`src/rtl/mem_sched_pkg.sv`:
```
// Shared constants and types for the 1024x8 dual-port memory scheduler:
// default widths, FSM state encoding and requester indices.
package mem_sched_pkg;

    localparam int ADDR_W_DEF = 10;
    localparam int DATA_W_DEF = 8;

    typedef enum logic {
        ST_CLEAR = 1'b0,
        ST_RUN   = 1'b1
    } state_t;

    localparam logic REQ0 = 1'b0;
    localparam logic REQ1 = 1'b1;

endpackage

```
`src/rtl/mem_1024x8_dp_sched_rr_arb2.sv`:
```
// Two-way round-robin arbiter. Grants are combinational; the pointer names the
// requester that wins a tie and moves to the other requester after every grant.
module rr_arb2
    import mem_sched_pkg::*;
(
    input  logic       clk,
    input  logic       reset,
    input  logic       en,
    input  logic [1:0] valid,
    output logic [1:0] grant,
    output logic       idx,
    output logic       any
);

    logic ptr;

    always_comb begin
        idx   = REQ0;
        any   = 1'b0;
        grant = 2'b00;
        if (en) begin
            case (valid)
                2'b01:   begin idx = REQ0; any = 1'b1; end
                2'b10:   begin idx = REQ1; any = 1'b1; end
                2'b11:   begin idx = ptr;  any = 1'b1; end
                default: begin idx = REQ0; any = 1'b0; end
            endcase
            if (any) begin
                grant = (idx == REQ1) ? 2'b10 : 2'b01;
            end
        end
    end

    always_ff @(posedge clk) begin
        if (reset) begin
            ptr <= REQ0;
        end else if (any) begin
            ptr <= ~idx;
        end
    end

endmodule

```
`src/rtl/mem_1024x8_dp_sched.sv`:
```
// Scheduler in front of a 1024x8 dual-port memory: optional zero-fill after reset,
// then independent round-robin arbitration of two writers and two readers.
module mem_1024x8_dp_sched
    import mem_sched_pkg::*;
#(
    parameter int ADDR_W         = ADDR_W_DEF,
    parameter int DATA_W         = DATA_W_DEF,
    parameter int CLEAR_ON_RESET = 1
) (
    input  logic                clk,
    input  logic                reset,
    input  logic [1:0]          rq_wvalid,
    output logic [1:0]          rq_wready,
    input  logic [2*ADDR_W-1:0] rq_waddr,
    input  logic [2*DATA_W-1:0] rq_wdata,
    input  logic [1:0]          rq_rvalid,
    output logic [1:0]          rq_rready,
    input  logic [2*ADDR_W-1:0] rq_raddr,
    output logic [1:0]          rq_rdvalid,
    output logic [DATA_W-1:0]   rq_rdata,
    output logic                init_done,
    output logic [ADDR_W-1:0]   mem_waddr,
    output logic [DATA_W-1:0]   mem_data_in,
    output logic                mem_wen,
    output logic [ADDR_W-1:0]   mem_raddr,
    output logic                mem_ren,
    output logic                mem_clk,
    input  logic [DATA_W-1:0]   mem_data_out,
    output state_t              fsm_state
);

    localparam logic [ADDR_W-1:0] CLR_LAST = '1;

    state_t            state, state_next;
    logic [ADDR_W-1:0] clr_cnt;
    logic              run_en;
    logic              wr_idx, wr_any, rd_idx, rd_any;
    logic [ADDR_W-1:0] wr_addr, rd_addr;
    logic [DATA_W-1:0] wr_data;
    logic [1:0]        rd_pend;
    logic              byp_flag;
    logic [DATA_W-1:0] byp_data;

    assign mem_clk   = clk;
    assign fsm_state = state;

    // Reset is folded into the enables so nothing is granted or written while it is held.
    assign run_en = (state == ST_RUN) && !reset;

    always_comb begin
        state_next = state;
        if (state == ST_CLEAR && clr_cnt == CLR_LAST) begin
            state_next = ST_RUN;
        end
    end

    always_ff @(posedge clk) begin
        if (reset) begin
            state     <= (CLEAR_ON_RESET != 0) ? ST_CLEAR : ST_RUN;
            clr_cnt   <= '0;
            init_done <= 1'b0;
        end else begin
            state <= state_next;
            if (state == ST_CLEAR) begin
                clr_cnt <= clr_cnt + 1'b1;
            end
            if (state == ST_RUN || (state == ST_CLEAR && clr_cnt == CLR_LAST)) begin
                init_done <= 1'b1;
            end
        end
    end

    rr_arb2 u_warb (
        .clk   (clk),
        .reset (reset),
        .en    (run_en),
        .valid (rq_wvalid),
        .grant (rq_wready),
        .idx   (wr_idx),
        .any   (wr_any)
    );

    rr_arb2 u_rarb (
        .clk   (clk),
        .reset (reset),
        .en    (run_en),
        .valid (rq_rvalid),
        .grant (rq_rready),
        .idx   (rd_idx),
        .any   (rd_any)
    );

    assign wr_addr = (wr_idx == REQ1) ? rq_waddr[2*ADDR_W-1:ADDR_W] : rq_waddr[ADDR_W-1:0];
    assign wr_data = (wr_idx == REQ1) ? rq_wdata[2*DATA_W-1:DATA_W] : rq_wdata[DATA_W-1:0];
    assign rd_addr = (rd_idx == REQ1) ? rq_raddr[2*ADDR_W-1:ADDR_W] : rq_raddr[ADDR_W-1:0];

    always_comb begin
        mem_wen     = 1'b0;
        mem_waddr   = '0;
        mem_data_in = '0;
        mem_ren     = 1'b0;
        mem_raddr   = '0;
        if (state == ST_CLEAR && !reset) begin
            mem_wen   = 1'b1;
            mem_waddr = clr_cnt;
        end else if (wr_any) begin
            mem_wen     = 1'b1;
            mem_waddr   = wr_addr;
            mem_data_in = wr_data;
        end
        if (rd_any) begin
            mem_ren   = 1'b1;
            mem_raddr = rd_addr;
        end
    end

    // The memory returns old data on a same-address collision, so the written
    // byte is captured here and substituted when the read data comes back.
    always_ff @(posedge clk) begin
        if (reset) begin
            rd_pend  <= 2'b00;
            byp_flag <= 1'b0;
            byp_data <= '0;
        end else begin
            rd_pend  <= rq_rready;
            byp_flag <= wr_any && rd_any && (wr_addr == rd_addr);
            byp_data <= wr_data;
        end
    end

    assign rq_rdvalid = reset ? 2'b00 : rd_pend;
    assign rq_rdata   = byp_flag ? byp_data : mem_data_out;

endmodule

```
`config.mk`:
```
export PLATFORM = sky130hd
export DESIGN_NAME = mem_1024x8_dp_sched
export DESIGN_NICKNAME = d
export VERILOG_FILES = /design/src/rtl/mem_sched_pkg.sv /design/src/rtl/mem_1024x8_dp_sched_rr_arb2.sv /design/src/rtl/mem_1024x8_dp_sched.sv
export SDC_FILE = /design/constraint.sdc
export NUM_CORES = 1
export LEC_CHECK = 0
export CAP_MARGIN = 30
export CORE_UTILIZATION = 35
export CTS_CLUSTER_SIZE = 28
export DETAILED_ROUTE_END_ITERATION = 10
export PLACE_DENSITY = 0.74
export REMOVE_ABC_BUFFERS = 1
export SETUP_SLACK_MARGIN = 0.4
export SYNTH_ARGS = -nofsm -noshare
export SYNTH_HDL_FRONTEND = slang
export SYNTH_SLANG_ARGS = --single-unit
```
`constraint.sdc`:
```
create_clock -name clk -period 2.9 [get_ports clk]
set_input_delay 0.29 -clock clk [delete_from_list [all_inputs] [get_ports clk]]
set_output_delay 0.29 -clock clk [all_outputs]
set_load 0.05 [all_outputs]
```
### Word-level counts from Yosys, hierarchy flattened

Cells that the tools add are included.

| storage, ports and cells | value |
|---|---|
| flip-flop bits (word level) | 25 |
| bits of input ports | 70 |
| output and inout bits | 47 |
| word-level logic and storage cells | 60 |

| operators by class | value |
|---|---|
| add/subtract/negate cells | 1 |
| equal/unequal tests | 8 |
| muxes and demuxes | 31 |
| bitwise logic cells | 3 |
| reduce and logical (&&, ||, !) cells | 9 |

Operators with widths:

| cell | count |
|---|---|
| $mux W10 | 5 |
| $mux W8 | 4 |
| $mux W2 | 7 |
| $mux W1 | 13 |
| $add A10 B1 Y10 const B | 1 |
| $eq A10 B10 Y1 | 1 |
| $eq A10 B10 Y1 const B | 1 |
| $eq A2 B2 Y1 const B | 4 |
| $reduce_or A3 Y1 | 2 |
| $logic_and A1 B1 Y1 | 5 |
| $eq A2 B1 Y1 const B | 2 |
| $pmux W1 S2 | 2 |
| $not A1 Y1 | 3 |
| $logic_not A1 Y1 | 1 |
| $logic_or A1 B1 Y1 | 1 |

### Logic depth before layout (Yosys ltp)

| logic depth | value |
|---|---|
| word-level depth | 7 |
| gate-level depth with buffers | 8 |
| gate-level depth less buffers | 6 |

### Cells and area by module

Synthesis repeated with hierarchy kept, for this count alone.

| second synthesis, totals | value |
|---|---|
| cells, all modules | 201 |
| area total of the unflattened synthesis | 1672.9 um2 |

By module, submodules not included:

| module | times used | cells each | area each (um2) | seq. area each (um2) |
|---|---|---|---|---|
| mem_1024x8_dp_sched | 1 | 181 | 1537.7 | 460.4 |
| rr_arb2 | 2 | 10 | 67.6 | 20.0 |

==> run metrics <==
total wire length=6627 um; post-synthesis cell type count=43; area share of the largest cell type after synthesis=about 27%; final setup margin=~0.46 ns; Reg clk slew, reported paths=about 0.10 ns; Hold Fails Final Rpt=0; Die Span X=about 75 um; Synth-to-Final Area Change=92.66%; drt pass-1 iters=5; peak supply drop=between 0.3 and 0.4 mV; Avg Cell Area, Syn=approximately 7.8 um2; Post-Syn Area=approximately 1800 um2; hold depth=2; Overall Power=approximately 1000 uW; clk_skew=between 0.005 and 0.006 ns; Yosys top cell by area=dfxtp_1; crit path kind=input pin to output port; Hold-fix buffers, CTS=0; 1st-iter DRT viols=around 120; Max Freq=410.4 MHz; setup TNS=0 ns; Clock Latency Late Sink=0.38 ns; RSZ-0062 raised after global routing=no; synth top area cells=dfxtp_1, mux2i_1, nor2_1, mux2_2, o21ai_0; Placement Setup Slack=~0.12 ns; Die Area=5556 um2; final setup violation count=0; Warnings, synthesis=0; Post-layout nets=roughly 430; buffer count from post-CTS setup fixing=0; Startpoint Class=input pin; Post-Synthesis Cells=237; crit end category=output port; CP required=roughly 2.6 ns; Hold Path Class=register to register; Slew HR=53.84%; hold_ws=roughly 0.46 ns; LEAKAGE=about 1.4 nW; Synth async-reset ratio=0%; Slew Limit Fails=0; drt drc=0; antenna-violating nets left=0; total global-route track usage=between 20% and 30%; CP arrival=2.15 ns; post-detail-place hpwl=roughly 5400 um; PwrDens=280.5 nW/um2; core outline area=about 5000 um2; ratio of cells with drive above 1 in the final layout=21.69%; period utilization=84.02%; GRT Residual Overflow=0; first-pass GRT wire length=around 9700 um; max-cap viol count=0; Final min period=around 2.4 ns; IO buf count=between 100 and 150; worst-path fanout max=7; vias per cell=between 5 and 6; initial cell density of the core=a little over a third; Die Ht=between 70 and 80 um; main flop type after synthesis=dfxtp_1; Top Ports=about 120; via count=between 2k and 2.5k; Routed WL per cell=between 15 and 20 um; outcome=completed; Final GP Congestion=between 1 and 1.5; Slew @ Worst Pin=about 0.69 ns; Yosys reg bits=25; post-synthesis sequential area ratio=27.17%; vias in the first global route=2027; largest net degree at the start of global routing=20; initial antenna violation count=0; Post-synth EDFFs=0; Cell Rows=26; # diodes=0; R2R cell count=6; CTS tree=yes
cells by family (layout without fill, tap and decap cells):
logic type	count (synthesis)	in the layout	share of synthesized area [%]
buffers and inverters	20	138	4.891
multiplexers	23	23	13.04
AO/OA/AOI/OAI	56	56	20.86
XOR/XNOR	11	11	5.231
flip-flops	25	25	27.17
AND/OR/NAND/NOR	101	101	28.13
adder cells (fa/ha/maj)	1	1	0.6792
cell usage in the layout (no fill, tap or decap), types with 3 or more instances in the layout:
master           count
nor2b_1              4
a211oi_1             4
xnor2_1              4
clkbuf_8             6
mux2i_2              3
nand4b_1             4
o21ai_1              3
clkdlybuf4s50_1     79
xor2_1               7
nor2_1              35
mux2i_1             12
dfxtp_1             24
a211o_1              3
o21ai_0             13
nand4_1              5
inv_1                4
nor2_2               3
and2_1               5
mux2_2               8
o21a_1               5
buf_4               14
a21boi_0             3
a21oi_1              6
o211ai_1             7
nand3_1              5
buf_12              32
nand2_1             17
and3_1               8
worst paths after layout:
path             start           end  slack, ns
max              reset  mem_waddr[5]       0.46
min          init_done     init_done       0.46
max reg2reg  fsm_state      byp_flag       0.62
min reg2reg  init_done     init_done       0.46
final cells by class:
class / instances / area, um2
clock inverter: 1 / 7.507
clock buffer: 7 / 91.34
multi-input combinational: 192 / 1297
inverter: 4 / 15.01
sequential: 25 / 501.7
timing repair buffer: 126 / 1548
tap: 70 / 87.58
fill: 405 / 1526
per-layer routing:
metal	wire, um	up-vias	GRT usage (%)
li1	-	1083	-
met1	2694	1013	28.57
met2	3301	97	40.14
met3	569	8	4.336
met4	61	0	6.918
met5	0	-	0
sequential cells by signal (all words and copies together), names as in the netlist:
name	cells
byp_data	8
byp_flag	1
clr_cnt	10
fsm_state	1
init_done	1
rd_pend	2
u_rarb.ptr	1
u_warb.ptr	1
power breakdown:
part           switching [mW]  internal, mW
Combinational           0.106         0.138
Clock                   0.194         0.198
Sequential            0.00590         0.353
Total                   0.306         0.689
repair_timing:
| action | in CTS | in global routing |
|---|---|---|
| endpoints found under the setup margin | 14 | 13 |
| pin swaps | 0 | 1 |
| resized for setup | 4 | 13 |
critical path, stage by stage:
cell             delay [ns]
clkdlybuf4s50_1        0.51
nand2b_1               0.35
o31ai_1                0.47
and2_1                 0.19
o21ai_0                0.14
buf_12                 0.20
cell usage after synthesis, drive strengths merged, types with 6 or more instances:
library cell   n
a21oi          6
and3           8
buf            7
clkbuf         9
dfxtp         25
mux2           8
mux2i         15
nand2         17
nand3          6
nor2          38
nor2b          6
o211ai         7
o21ai         16
xor2           7
metrics by stage:
step	util [%]	std cells	cell area, um2
2_1_floorplan	-	221	1767
3_3_place_gp	67.16	418	3408
3_5_place_dp	67.16	418	3408
4_1_cts	69.08	425	3506
5_1_grt	69.92	425	3548
6_report	69.92	425	3548
No activity file was read; power rests on OpenSTA's default activity.
